**src/rtl/priority_grant_decoder_if.sv**
```systemverilog
// Request/grant bundle between the request encoder, the grant decoder and the shared resource.
// master drives the encoded request and done; slave is the grant decoder.
interface priority_grant_decoder_if #(
   parameter int CNT_W = 8
);
   logic             A;
   logic             B;
   logic             V;
   logic             done;
   logic             G3;
   logic             G2;
   logic             G1;
   logic             G0;
   logic             busy;
   logic [1:0]       code_q;
   logic [CNT_W-1:0] grant_count;
   logic             timeout;

   modport master (
      output A, B, V, done,
      input  G3, G2, G1, G0, busy, code_q, grant_count, timeout
   );

   modport slave (
      input  A, B, V, done,
      output G3, G2, G1, G0, busy, code_q, grant_count, timeout
   );
endinterface

```
**src/rtl/priority_grant_decoder.sv**
```systemverilog
// Decodes the encoded {A,B,V} request into a held, registered one-hot grant with a one-cycle release gap.
// Optional forced release after TIMEOUT_CYCLES grant cycles when GRANT_TIMEOUT_EN is defined.
//
// state     | meaning
// S_IDLE    | no grant; accepts the next valid request
// S_GRANT   | one G bit held until done (or timeout)
// S_RELEASE | one-cycle gap, busy high, no grant
module priority_grant_decoder #(
   parameter int unsigned TIMEOUT_CYCLES = 16,
   parameter int          CNT_W          = 8
) (
   input logic                      clk,
   input logic                      rst,
   priority_grant_decoder_if.slave  bus
);

   typedef enum logic [1:0] {
      S_IDLE    = 2'd0,
      S_GRANT   = 2'd1,
      S_RELEASE = 2'd2
   } state_t;

   state_t           state_q, state_d;
   logic [3:0]       grant_q, grant_d;
   logic             busy_q, busy_d;
   logic [1:0]       code_q, code_d;
   logic [CNT_W-1:0] cnt_q, cnt_d;
   logic             timeout_q, timeout_d;
   logic             to_hit;

`ifdef GRANT_TIMEOUT_EN
   localparam logic [7:0] TMR_LOAD = 8'(TIMEOUT_CYCLES - 1);

   logic [7:0] tmr_q, tmr_d;

   // Loaded on grant entry, terminal count after TIMEOUT_CYCLES grant cycles.
   assign to_hit = (state_q == S_GRANT) && (tmr_q == 8'd0);

   always_comb begin
      tmr_d = tmr_q;
      if (state_q == S_IDLE && bus.V) begin
         tmr_d = TMR_LOAD;
      end else if (state_q == S_GRANT && tmr_q != 8'd0) begin
         tmr_d = tmr_q - 8'd1;
      end
   end

   always_ff @(posedge clk or posedge rst) begin
      if (rst) begin
         tmr_q <= 8'd0;
      end else begin
         tmr_q <= tmr_d;
      end
   end
`else
   logic [7:0] unused_timeout_cfg;

   assign to_hit             = 1'b0;
   assign unused_timeout_cfg = 8'(TIMEOUT_CYCLES);
`endif

   always_comb begin
      state_d   = state_q;
      grant_d   = grant_q;
      busy_d    = busy_q;
      code_d    = code_q;
      cnt_d     = cnt_q;
      timeout_d = 1'b0;
      case (state_q)
         S_IDLE: begin
            grant_d = 4'b0000;
            busy_d  = 1'b0;
            if (bus.V) begin
               state_d = S_GRANT;
               // Code 00 is requester 3, so the grant bit walks down from bit 3.
               grant_d = 4'b1000 >> {bus.A, bus.B};
               busy_d  = 1'b1;
               code_d  = {bus.A, bus.B};
               cnt_d   = cnt_q + CNT_W'(1);
            end
         end
         S_GRANT: begin
            if (bus.done) begin
               state_d = S_RELEASE;
               grant_d = 4'b0000;
               busy_d  = 1'b1;
            end else if (to_hit) begin
               state_d   = S_RELEASE;
               grant_d   = 4'b0000;
               busy_d    = 1'b1;
               timeout_d = 1'b1;
            end
         end
         S_RELEASE: begin
            state_d = S_IDLE;
            grant_d = 4'b0000;
            busy_d  = 1'b0;
         end
         default: begin
            state_d = S_IDLE;
            grant_d = 4'b0000;
            busy_d  = 1'b0;
         end
      endcase
   end

   always_ff @(posedge clk or posedge rst) begin
      if (rst) begin
         state_q   <= S_IDLE;
         grant_q   <= 4'b0000;
         busy_q    <= 1'b0;
         code_q    <= 2'b00;
         cnt_q     <= '0;
         timeout_q <= 1'b0;
      end else begin
         state_q   <= state_d;
         grant_q   <= grant_d;
         busy_q    <= busy_d;
         code_q    <= code_d;
         cnt_q     <= cnt_d;
         timeout_q <= timeout_d;
      end
   end

   assign bus.G3          = grant_q[3];
   assign bus.G2          = grant_q[2];
   assign bus.G1          = grant_q[1];
   assign bus.G0          = grant_q[0];
   assign bus.busy        = busy_q;
   assign bus.code_q      = code_q;
   assign bus.grant_count = cnt_q;
   assign bus.timeout     = timeout_q;

endmodule

```
**src/flat_wrapper.sv**
```systemverilog
// flat-port wrapper written by rule: the top's interface ports become plain ports
module priority_grant_decoder_flat 
#(
   parameter int unsigned TIMEOUT_CYCLES = 16,
   parameter int          CNT_W          = 8
)
  (clk, rst, bus_A, bus_B, bus_V, bus_done, bus_G3, bus_G2, bus_G1, bus_G0, bus_busy, bus_code_q, bus_grant_count, bus_timeout);
  priority_grant_decoder_if #(.CNT_W(CNT_W)) bus_i ();
  input logic clk;
  input logic rst;
  input wire logic [$bits(bus_i.A)-1:0] bus_A;
  input wire logic [$bits(bus_i.B)-1:0] bus_B;
  input wire logic [$bits(bus_i.V)-1:0] bus_V;
  input wire logic [$bits(bus_i.done)-1:0] bus_done;
  output wire logic [$bits(bus_i.G3)-1:0] bus_G3;
  output wire logic [$bits(bus_i.G2)-1:0] bus_G2;
  output wire logic [$bits(bus_i.G1)-1:0] bus_G1;
  output wire logic [$bits(bus_i.G0)-1:0] bus_G0;
  output wire logic [$bits(bus_i.busy)-1:0] bus_busy;
  output wire logic [$bits(bus_i.code_q)-1:0] bus_code_q;
  output wire logic [$bits(bus_i.grant_count)-1:0] bus_grant_count;
  output wire logic [$bits(bus_i.timeout)-1:0] bus_timeout;
  assign bus_i.A = bus_A;
  assign bus_i.B = bus_B;
  assign bus_i.V = bus_V;
  assign bus_i.done = bus_done;
  assign bus_G3 = bus_i.G3;
  assign bus_G2 = bus_i.G2;
  assign bus_G1 = bus_i.G1;
  assign bus_G0 = bus_i.G0;
  assign bus_busy = bus_i.busy;
  assign bus_code_q = bus_i.code_q;
  assign bus_grant_count = bus_i.grant_count;
  assign bus_timeout = bus_i.timeout;
  priority_grant_decoder #(.TIMEOUT_CYCLES(TIMEOUT_CYCLES), .CNT_W(CNT_W)) u_core (.clk(clk), .rst(rst), .bus(bus_i));
endmodule
```
**config.mk**
```make
export PLATFORM = sky130hd
export DESIGN_NAME = priority_grant_decoder_flat
export DESIGN_NICKNAME = d
export VERILOG_FILES = /design/src/rtl/priority_grant_decoder_if.sv /design/src/rtl/priority_grant_decoder.sv /design/src/flat_wrapper.sv
export SDC_FILE = /design/constraint.sdc
export NUM_CORES = 1
export LEC_CHECK = 0
export ABC_AREA = 1
export BUFFER_PORTS_ARGS = -buffer_cell sky130_fd_sc_hd__buf_2
export CORE_UTILIZATION = 49
export DETAILED_ROUTE_END_ITERATION = 10
export GPL_TIMING_DRIVEN = 0
export PLACE_DENSITY = 0.8
export SETUP_SLACK_MARGIN = 0.02
export SLEW_MARGIN = 20
export SYNTH_ARGS = -nofsm -noshare
export SYNTH_HDL_FRONTEND = slang
export SYNTH_SLANG_ARGS = --single-unit
```
**constraint.sdc**
```tcl
create_clock -name clk -period 1.2 [get_ports clk]
set_clock_uncertainty 0.1 [all_clocks]
set_input_delay 0.24 -clock clk [delete_from_list [all_inputs] [get_ports clk]]
set_output_delay 0.24 -clock clk [all_outputs]
set_load 0.01 [all_outputs]
```
# Word-level counts from Yosys, hierarchy flattened
# Index checks and enable logic that the tools add are counted.
classes:
  n_addsub: 1
  n_eq_ne: 3
  n_shift: 1
  muxes: 9
  n_reduce_logical: 3
op_table:
  columns: ["cell", "count"]
  rows:
  - ["adder 8 x 1 -> 8 bit, second input constant", 1]
  - ["two-way mux 4 bit", 2]
  - ["case mux 4 bit (2 select lines)", 1]
  - ["two-way mux 2 bit", 2]
  - ["!= test 2 bit, second input constant", 2]
  - ["case mux 2 bit (2 select lines)", 1]
  - ["AND reduction 2 bit", 2]
  - ["right shift 4 x 2 -> 4 bit, first input constant", 1]
  - ["equality test 2 x 1 -> 1 bit, second input constant", 1]
  - ["logical NOT 2 bit", 1]
  - ["two-way mux 1 bit", 2]
  - ["case mux 1 bit (2 select lines)", 1]
word_totals:
  reg_bits: 17
  inputBits: 6
  out_inout_bits: 16

# Longest topological paths before layout
# Gate-level depths: netlist (run 1).
logic_depth:
  depth_word: 3
  ltp_mapped: 7

# Worst setup path before layout (run 1)
# OpenSTA, ideal clock, no wires.
synth_path:
  kind: "reg-to-reg"
  startpoint: "register u_core.cnt_q[0] (netlist: u_core.bus.grant_count[0])"
  endpoint: "register u_core.cnt_q[6] (netlist: u_core.bus.grant_count[6])"
  setup_ns: 0.113
  arrival_time_ns: 0.979
  setup_slack_ns: 0.008
  path_stages_with_launch: 7
  period_less_slack_ns: 1.192
  cell_sequence: "dfrtp_1 > ha_1 > nand3_1 > nor2_2 > nand3_1 > nand2_1 > inv_1"
synth_between:
  elab_chain_len: 1
synth_lines:
  columns: ["element", "line_no", "source"]
  rows:
  - ["start, declared", "priority_grant_decoder.sv:27", "logic [CNT_W-1:0] cnt_q, cnt_d;"]
  - ["start signal, assigned", "priority_grant_decoder.sv:120", "cnt_q <= cnt_d;"]
  - ["adder 8 x 1 -> 8 bit", "priority_grant_decoder.sv:79", "cnt_d = cnt_q + CNT_W'(1);"]
# No other way between the ends.
# A chain may end at the register's enable or synchronous reset.

# Worst setup path in the final report (run 1)
layout_path:
  startpoint: "register u_core.state_q[0]"
  endpoint: "register u_core.cnt_q[7] (netlist: u_core.bus.grant_count[7])"
layout_between:
  elab_chain_len: 2
layout_lines:
  columns: ["element", "line_no", "source"]
  rows:
  - ["start, declared", "priority_grant_decoder.sv:23", "state_t state_q, state_d;"]
  - ["start signal, assigned", "priority_grant_decoder.sv:116", "state_q <= state_d;"]
  - ["logical NOT 2 bit", "priority_grant_decoder.sv:69", "case (state_q)"]
  - ["AND reduction 2 bit (no source line)", null, null]
# No other way between the ends.

==> results.toml, run 1 <==
[run_status]
outcome = "complete, but fails checks"
violations = "setup timing"

[routing]
antenna_left = 0
post_drt_wl_per_cell_um = 11.78
dr_total_vias = 723
first_pass_iters = 4
drt_iter0_drc = 15
viasPerCell = 4.918
drc = 0
routed_wl_mm = 1.732

[placed_design]
dp_hpwl_mm = 1.027
place_ws_ps = 12.44
gp_congestion = 0.8499
portBuffers = 20

[timing]
finalHoldViolCount = 0
finalCriticalPeriod_ps = 1233
slew_viol_final = 0
setup_viol = 7
fin_crit_sh_pct = 102.7
clock.fmax_mhz = 811.2
rsz0062_at_grt = "yes"
setup_ws_ps = -32.80
fin_tns_setup_ps = -97.61

[yosys]
netlist_area_sq_um = 793.3
syn_nets = 99
synth_top_family_by_area = "simple AND/OR/NAND/NOR gates"
yosysSeqAreaShare_pct = 53.63
syn_inst = 92
synth_area_per_cell_sq_um = 8.622
ys_types = 18
yosysWarnings = 0
synth_simple_gate_area_share_pct = 27.29
synth_compound_area_share_pct = 3.155
muxShareOfSynthArea_pct = 0
synth-xor-area-share_pct = 4.416
synth_fa_ha_area_share_pct = 1.577
synth-seq-cells = 17

[cells_and_area]
multi_input_area_sq_um = 321.6
layout.nets = 139
drive_gt1_share_pct = 39.69
num-fill-cells = 111
regArea_sq_um = 425.4
insertedDiodeCount = 0
final_util_pct = 72.18
area_growth_pct = 37.07

[setup_path]
path_class = "reg2reg"
cp-start-kind = "flip-flop"
crit_path_end_kind = "flip-flop"
required_ps = 1320
arrival_ps = 1360
crit_fanout = 8

[job]
drv_cap = 0

[clocking]
numCtsBuffers = 3
clk_latency_ps = 280
clockBufferDepth = 2
clk_pin_slew_ps = 100
tritoncts = "done"
ctsRootBufferMaster = "clkbuf_4"
cts.htree.levels = 1
cts_sinks = 17

[floorplan]
die_h_um = 42.24
std_cell_rows = 14
core_sq_um = 1506
die_x_um = 42.24
dieArea_sq_um = 1784
start_util_pct = 52.66
io_pins = 22

[pwr]
ir_worst_vdd_v = 0.001036
seqPwrFrac_pct = 41.3
netSwitchingPower_mw = 0.8073
pwr-share-comb_pct = 44.6
p_int_mw = 1.303
p_leak_nw = 0.6238
p_sw_share_pct = 38.26
power_density_nw_per_um2 = 1941
pwr-share-clk_pct = 14.1

[global_route]
grt_pass1_wl_mm = 2.594
grt_max_degree = 18
grt.overflow.total = 0
antenna_found_initial = 0
grt_pass1_vias = 672
grt_use_total_pct = 18.74

[hold_path]
hold_class = "in2reg"
==> synthesized netlist by cell type, drive strengths merged <==
cell type	n	area [sq um]
dfrtp	17	425.4
o21ai	5	25.02
nand3	13	77.58
inv	18	67.56
nor2	5	33.78
nor3	1	5.000
ha	1	12.51
conb	1	3.750
buf	1	7.510
nand2	26	100.1
xor2	3	26.28
xnor2	1	8.760
==> worst paths after layout <==
| check | startpoint | to | slack [ps] | cells past startpoint |
|---|---|---|---|---|
| worst min-delay path | bus_done | u_core.bus.busy | 90 | 3 |
| worst min register to register | u_core.bus.code_q[0] | u_core.bus.code_q[0] | 400 | 2 |
| min in group asynchronous | rst | u_core.state_q[1] | 380 | 3 |
| worst max register to register | u_core.state_q[0] | u_core.bus.grant_count[7] | -30 | 7 |
| worst max-delay path | u_core.state_q[0] | u_core.bus.grant_count[7] | -30 | 7 |
| max in group asynchronous | rst | u_core.bus.grant_count[6] | 380 | 3 |
==> power groups by stage <==
| stage | registers, mW | clock network, mW | logic, mW |
|---|---|---|---|
| floorplan | 0.958 | 0 | 0.356 |
| global placement | 0.892 | 0 | 0.639 |
| detailed placement | 0.896 | 0 | 0.663 |
| CTS | 0.860 | 0.310 | 0.787 |
| global route | 0.893 | 0.339 | 1.03 |
| finish | 0.871 | 0.297 | 0.942 |
==> layout make-up <==
| type | instances | share of cell area, % |
|---|---|---|
| flip-flops and latches | 17 | 39.13 |
| inverters | 18 | 6.559 |
| well taps | 16 | 1.841 |
| plain buffers | 1 | 0.6905 |
| multi-input cells | 56 | 29.57 |
| repair buffers | 35 | 19.79 |
| clock buffers | 4 | 2.417 |
==> routing by layer <==
layer	GRT usage, %	vias to the layer above	wire length [um]
met1	22.77	345	721
met3	3.017	0	62
li1	-	358	-
met5	0	-	0
met4	5.625	0	0
met2	33.85	20	948
==> kinds of logic (layout without fill, tap and decap cells) <==
| kind of cell | after synthesis | in the layout |
|---|---|---|
| other cells | 1 | 1 |
| xor+xnor | 4 | 4 |
| simple gates | 45 | 45 |
| buf+inv | 19 | 58 |
| flops | 17 | 17 |
| fa+ha+maj | 1 | 1 |
| compound gates | 5 | 5 |
==> timing repair <==
action,CTS,global route
hold buffers,1,0
resized for setup,0,8
buffers inserted,6,8
endpoints found under the hold margin,17,0
setup endpoints to repair,11,42
pin swaps,1,4
==> stage by stage <==
step | std cells | area [sq um] | hold slack (ps) | power, mW
2_1_floorplan | 92 | 793.3 | 66.07 | 1.313
3_3_place_gp | 128 | 913.4 | 244.1 | 1.531
3_5_place_dp | 128 | 913.4 | 255.9 | 1.559
4_1_cts | 139 | 994.7 | 85.03 | 1.957
5_1_grt | 147 | 1087 | 106.7 | 2.267
6_report | 147 | 1087 | 88.38 | 2.110
==> worst max-delay path, stage by stage (launching register included) <==
cell     delay, ps
dfrtp_1        380
inv_2          120
nand2_2         90
nor2_4         190
nand3_1        120
nand2_1         80
nand2_1         50
inv_1           40
==> cells in the final DEF (no fill, tap or decap), drive strengths merged <==
cell / Yosys / routed
nand3: 13 / 13
nor2: 5 / 5
inv: 18 / 17
dlygate4sd3: 0 / 1
conb: 1 / 1
nor3: 1 / 1
o21ai: 5 / 5
buf: 1 / 35
xor2: 3 / 3
nand2: 26 / 26
xnor2: 1 / 1
dfrtp: 17 / 17
ha: 1 / 1
clkinvlp: 0 / 1
clkbuf: 0 / 4
==> state kept, by name (all words and copies together), names as in the netlist <==
name                    flops
u_core.bus.grant_count      8
u_core.grant_q              4
u_core.bus.code_q           2
u_core.state_q              2
u_core.bus.busy             1
No activity file was read; power rests on OpenSTA's default activity.
==> run 2, diff against run 1 <==
--- a/config.mk
+++ b/config.mk
@@ -5,12 +5,12 @@
 export SDC_FILE = /design/constraint.sdc
 export NUM_CORES = 1
 export LEC_CHECK = 0
-export ABC_AREA = 1
+export ABC_AREA = 0
 export BUFFER_PORTS_ARGS = -buffer_cell sky130_fd_sc_hd__buf_2
-export CORE_UTILIZATION = 49
+export CORE_UTILIZATION = 48
 export DETAILED_ROUTE_END_ITERATION = 10
 export GPL_TIMING_DRIVEN = 0
-export PLACE_DENSITY = 0.8
+export PLACE_DENSITY = 0.79
 export SETUP_SLACK_MARGIN = 0.02
 export SLEW_MARGIN = 20
 export SYNTH_ARGS = -nofsm -noshare
==> results.toml, run 2 <==
[yosys]
ys_types = 24
yosys.area.top_type = "dfrtp_1"
yosysMostFrequentCell = "dfrtp_1"
synth_top_area_share_pct = 57.92
ys.flop_type = "dfrtp_1"
synth_edf_count = 0
synthTopCellsByArea = "dfrtp_1 58%, nand2_1 6.6%, xnor2_1 4.8%"
async_flop_share_pct = 100.0
synth_area_per_cell_sq_um = 11.66
synth-xor-area-share_pct = 8.348
syn_nets = 70
synth_fa_ha_area_share_pct = 1.704
muxShareOfSynthArea_pct = 0
syn_inst = 63
netlist_top_cells_count = "17 x dfrtp_1, 13 x nand2_1, 4 x nor2_1, 4 x xnor2_1"
yosysWarnings = 0
synth_compound_area_share_pct = 5.281
yosysSeqAreaShare_pct = 57.92
netlist_area_sq_um = 734.5
synth_top_family_by_area = "simple AND/OR/NAND/NOR gates"
synth-seq-cells = 17
synth_simple_gate_area_share_pct = 23.17

[routing]
routed_wl_mm = 1.723
antenna_left = 0
viasPerCell = 5.102
post_drt_wl_per_cell_um = 13.46
drc = 0
dr_total_vias = 653
first_pass_iters = 4
drt_iter0_drc = 15

[clocking]
tritoncts = "done"
cts_sinks = 17
clk_latency_ps = 290
clockBufferDepth = 2
clk_pin_slew_ps = 100
cts.htree.levels = 1
numCtsBuffers = 3
ctsRootBufferMaster = "clkbuf_4"

[floorplan]
die_x_um = 41.12
std_cell_rows = 13
core_sq_um = 1366
die_h_um = 41.12
dieArea_sq_um = 1690
start_util_pct = 53.75
io_pins = 22

[placed_design]
place_ws_ps = -223.7
placed_cell_area_sq_um = 855.8
portBuffers = 20
placed_cells = 98
gp_congestion = 0.6339
dp_hpwl_um = 865.6

[setup_path]
critical_path.cell_chain = "or3b_1 -> buf_6 -> nor3_4 -> xor2_1"
arrival_ps = 1600
path_class = "reg2reg"
cp_top_family = "simple AND/OR/NAND/NOR gates"
slowest_stage = "dfrtp_1"
required_ps = 1310
cp-start-kind = "flip-flop"
slowest_delay_ps = 410
crit_buf_inv = 1
crit_path_end_kind = "flip-flop"
crit_fanout = 5

[cells_and_area]
largest_reg_flops = 8
drive_gt1_share_pct = 58.41
final_cell_mix = "24 x buf_4, 18 x buf_2, 17 x dfrtp_1"
fin_area_sq_um = 1175
layout.nets = 121
num-fill-cells = 72
layout_commonest_cell = "buf_4"
insertedDiodeCount = 0
area_growth_pct = 59.97
layout.cells.non_filler = 128

[timing]
fin_tns_setup_ps = -3339
slew_viol_final = 0
clock.fmax_mhz = 668.9
finalCriticalPeriod_ps = 1495
fin_crit_sh_pct = 124.6
finalHoldViolCount = 0
setup_viol = 16
setup_ws_ps = -294.9
rsz0062_at_grt = "yes"

[global_route]
grt_pass1_vias = 521
grt_max_degree = 18
grt.overflow.total = 0
antenna_found_initial = 0
grt_use_total_pct = 21.50
grt_pass1_wl_mm = 2.270

[hold_path]
hold_class = "in2reg"

[pwr]
pwr-share-comb_pct = 51.6
pwr-share-clk_pct = 12.6
power_density_nw_per_um2 = 2097
ir_worst_vdd_v = 0.001113
p_sw_share_pct = 35.68
seqPwrFrac_pct = 35.8
p_leak_nw = 0.6187
netSwitchingPower_mw = 0.8790
p_int_mw = 1.585

[run_status]
violations = "setup timing"
outcome = "complete, but fails checks"

[job]
drv_cap = 0
## run 2: cell types whose count changed in the layout (fill, tap and decap cells not counted), sizes merged, moves of 2 or more
| cell | previous run | this run |
|---|---|---|
| nand3 | 13 | 1 |
| nor3b | 0 | 2 |
| buf | 35 | 47 |
| inv | 17 | 0 |
| nand4 | 0 | 3 |
| nand2 | 26 | 13 |
| o21ai | 5 | 1 |
| xnor2 | 1 | 4 |
## run 2: metrics by stage
stage / hold slack, ps / utilization (%) / total power [mW]
6_report: 104.1 / 85.99 / 2.464
5_1_grt: 125.2 / 85.99 / 2.613
4_1_cts: 76.75 / 74.73 / 2.158
3_5_place_dp: 256.0 / 62.64 / 1.544
3_3_place_gp: 252.0 / 62.64 / 1.528
2_1_floorplan: 66.07 / - / 1.302
## run 2: path summary, 6_finish.rpt
kind	startpoint	end	slack (ps)	cells after the start
min in group asynchronous	rst	u_core.bus.grant_count[4]	360	3
min reg2reg	u_core.bus.grant_count[7]	u_core.bus.grant_count[7]	370	1
max	u_core.state_q[1]	u_core.bus.grant_count[5]	-290	4
min	bus_A	u_core.grant_q[2]	100	2
max reg2reg	u_core.state_q[1]	u_core.bus.grant_count[5]	-290	4
max in group asynchronous	rst	u_core.bus.busy	400	3
## run 2: power groups by stage
stage	sequential [mW]	combinational [mW]	clock, mW
after CTS	0.882	0.958	0.318
after global routing	0.912	1.37	0.336
after floorplan	1.00	0.303	0
final	0.883	1.27	0.311
after global placement	0.937	0.592	0
after detailed placement	0.943	0.602	0
## run 2: per-layer routing
| metal | share of wire (%) | vias to the layer above | wire length (um) | track usage (%) |
|---|---|---|---|---|
| met5 | 0 | - | 0 | 0 |
| met4 | 2.8 | 0 | 48 | 12.10 |
| met2 | 47 | 41 | 807 | 33.98 |
| met1 | 44 | 296 | 750 | 27.84 |
| met3 | 6.7 | 7 | 116 | 3.261 |
| li1 | - | 309 | - | - |
## run 2: logic make-up after synthesis
group                    after synthesis
AO/OA/AOI/OAI                          5
AND/OR/NAND/NOR                       29
XOR/XNOR                               7
other                                  1
flip-flops                            17
adder cells (fa/ha/maj)                1
buffers and inverters                  3
## run 2: repair_timing
item | in CTS | in global routing
setup endpoints to repair | 23 | 47
hold buffers | 1 | 0
pin swaps | 6 | 9
hold endpoints to repair | 17 | 0
setup buffers | 15 | 10
resized for setup | 4 | 15
## run 2: layout make-up
class / count / area, sq um / share of cell area (%)
clock inverter: 1 / 5.005 / 0.4260
tap: 15 / 18.77 / 1.597
inverter: 1 / 7.507 / 0.6390
multi-input combinational: 43 / 350.3 / 29.82
sequential: 17 / 425.4 / 36.21
clock buffer: 3 / 22.52 / 1.917
buffer: 2 / 18.77 / 1.597
timing repair buffer: 46 / 326.6 / 27.80
==> run 3, diff against run 2 <==
--- a/config.mk
+++ b/config.mk
@@ -8,6 +8,7 @@
 export ABC_AREA = 0
 export BUFFER_PORTS_ARGS = -buffer_cell sky130_fd_sc_hd__buf_2
 export CORE_UTILIZATION = 48
+export CTS_BUF_LIST = sky130_fd_sc_hd__clkbuf_4 sky130_fd_sc_hd__clkbuf_8 sky130_fd_sc_hd__clkbuf_16
 export DETAILED_ROUTE_END_ITERATION = 10
 export GPL_TIMING_DRIVEN = 0
 export PLACE_DENSITY = 0.79
==> constraint.sdc (replaced) <==
create_clock -name clk -period 1.4 [get_ports clk]
set_clock_uncertainty 0.1 [all_clocks]
set_input_delay 0.28 -clock clk [delete_from_list [all_inputs] [get_ports clk]]
set_output_delay 0.28 -clock clk [all_outputs]
set_load 0.01 [all_outputs]
==> results.toml, run 3 (same netlist as run 2, synthesis figures left out) <==
[clocking]
ctsRootBufferMaster = "clkbuf_4"
cts_sinks = 17
clk_latency_ps = 290
numCtsBuffers = 3
clockBufferDepth = 2
clk_pin_slew_ps = 100
tritoncts = "done"
cts.htree.levels = 1

[routing]
viasPerCell = 4.935
drc = 0
dr_total_vias = 528
post_drt_wl_per_cell_um = 12.86
drt_iter0_drc = 11
routed_wl_mm = 1.376
first_pass_iters = 4
antenna_left = 0

[global_route]
grt.overflow.total = 0
antenna_found_initial = 0
grt_pass1_wl_mm = 2.235
grt_max_degree = 18
grt_pass1_vias = 476
grt_use_total_pct = 21.64

[hold_path]
hold_class = "in2reg"
hold_start = "bus_B"
hold_depth = 2
whs_endpoint = "u_core.grant_q[3]"

[setup_path]
arrival_ps = 1600
critical_path.cell_chain = "or3b_1 -> buf_6 -> nor3_4 -> xor2_1"
reg2reg_depth = 4
r2r_start = "u_core.state_q[0]"
crit_fanout = 7
crit_path_end_kind = "flip-flop"
r2r_slack_ps = -80
required_ps = 1510
cp-start-kind = "flip-flop"
path_class = "reg2reg"
r2r-end = "u_core.bus.grant_count[7]"
slowest_delay_ps = 430
slowest_stage = "dfrtp_1"

[job]
drv_cap = 0

[pwr]
power_mw = 1.623
p_sw_share_pct = 37.13
pwr-share-clk_pct = 16.0
p_leak_nw = 0.4950
ir_worst_vdd_v = 0.001025
power_density_nw_per_um2 = 1746
pwr-share-comb_pct = 34.3
p_int_mw = 1.021
seqPwrFrac_pct = 49.7
netSwitchingPower_mw = 0.6028

[placed_design]
place_ws_ps = -127.3
portBuffers = 20
gp_congestion = 0.6687
dp_hpwl_um = 970.4

[cells_and_area]
insertedDiodeCount = 0
final_cell_mix = "20 x buf_2, 16 x dfrtp_1, 12 x nand2_1"
multi_input_area_sq_um = 294.0
final_util_pct = 68.04
layout.nets = 100
num-fill-cells = 119
layout_commonest_cell = "buf_2"
area_growth_pct = 26.58
drive_gt1_share_pct = 40.22
largest_reg_flops = 8
regArea_sq_um = 426.7

[timing]
finalHoldViolCount = 0
setup_viol = 9
clock.fmax_mhz = 675.1
holdWs_ps = 135.8
timing_worst_slew_pin_value_ps = 624.1
setup_ws_ps = -81.15
finalCriticalPeriod_ps = 1481
slew_viol_final = 0
rsz0062_at_grt = "yes"
fin_crit_sh_pct = 105.8
relSlewSlack_pct = 58.35

[floorplan]
die_h_um = 41.12
start_util_pct = 53.75
core_sq_um = 1366
io_pins = 22
std_cell_rows = 13
dieArea_sq_um = 1690
die_x_um = 41.12

[run_status]
outcome = "complete, but fails checks"
violations = "setup timing"
[run 3: cell types whose count changed in the layout (fill, tap and decap cells not counted), moves of 2 or more]
cell and delta:
buf_2 +2, buf_4 -19, buf_6 -3, nand2_1 +2, nor2_1 +3, nor2_4 -2
[run 3: critical path, delay by kind of cell (launching register included)]
family	cells	cell delay, ps
simple gates	2	570
flops	1	430
buf+inv	1	160
xor+xnor	1	150
[run 3: layout make-up]
| class | instances | area share [%] |
|---|---|---|
| Clock inverter | 1 | 0.5384 |
| Buffer | 2 | 2.019 |
| Clock buffer | 3 | 2.423 |
| Timing Repair Buffer | 25 | 15.07 |
| Tap cell | 15 | 2.019 |
| Sequential cell | 17 | 45.89 |
| Inverter | 1 | 0.4038 |
| Multi-Input combinational cell | 43 | 31.63 |
[run 3: routing by layer]
| layer | global-route usage, % | vias up | share of wire (%) |
|---|---|---|---|
| li1 | - | 270 | - |
| met1 | 28.97 | 239 | 45 |
| met2 | 32.03 | 17 | 50 |
| met3 | 3.261 | 2 | 4.1 |
| met4 | 14.52 | 0 | 0.80 |
| met5 | 0 | - | 0 |
[run 3: what timing repair did]
action	CTS	global route
hold buffers	1	0
hold endpoints to repair	17	0
pin swaps	3	3
buffers inserted	3	1
setup endpoints to repair	9	14
resized for setup	0	3
[run 3: power groups by stage]
stage	sequential [mW]	combinational, mW	clock (mW)
after floorplan	0.857	0.257	0
after global placement	0.803	0.504	0
after detailed placement	0.818	0.517	0
after CTS	0.805	0.552	0.277
after global routing	0.842	0.630	0.294
final	0.806	0.557	0.260
[run 3: how the worst max path moves through the flow]
stage                                 start                         to  slack [ps]  depth (start not counted)
after floorplan           u_core.state_q[1]  u_core.bus.grant_count[5]         -10                          4
after global placement    u_core.state_q[1]  u_core.bus.grant_count[5]         -60                          4
after detailed placement  u_core.state_q[1]  u_core.bus.grant_count[5]        -130                          4
after CTS                 u_core.state_q[1]  u_core.bus.grant_count[5]         -80                          4
after global routing      u_core.state_q[0]  u_core.bus.grant_count[5]        -130                          4
final                     u_core.state_q[0]  u_core.bus.grant_count[7]         -80                          4
[run 3: per-stage QoR]
step / cell area (sq um) / instances / setup TNS, ps
after floorplan: 734.5 / 63 / -14.87
after global placement: 853.3 / 98 / -78.73
after detailed placement: 853.3 / 98 / -307.1
after CTS: 913.4 / 106 / -413.0
after global routing: 929.6 / 107 / -1045
final: 929.6 / 107 / -350.9
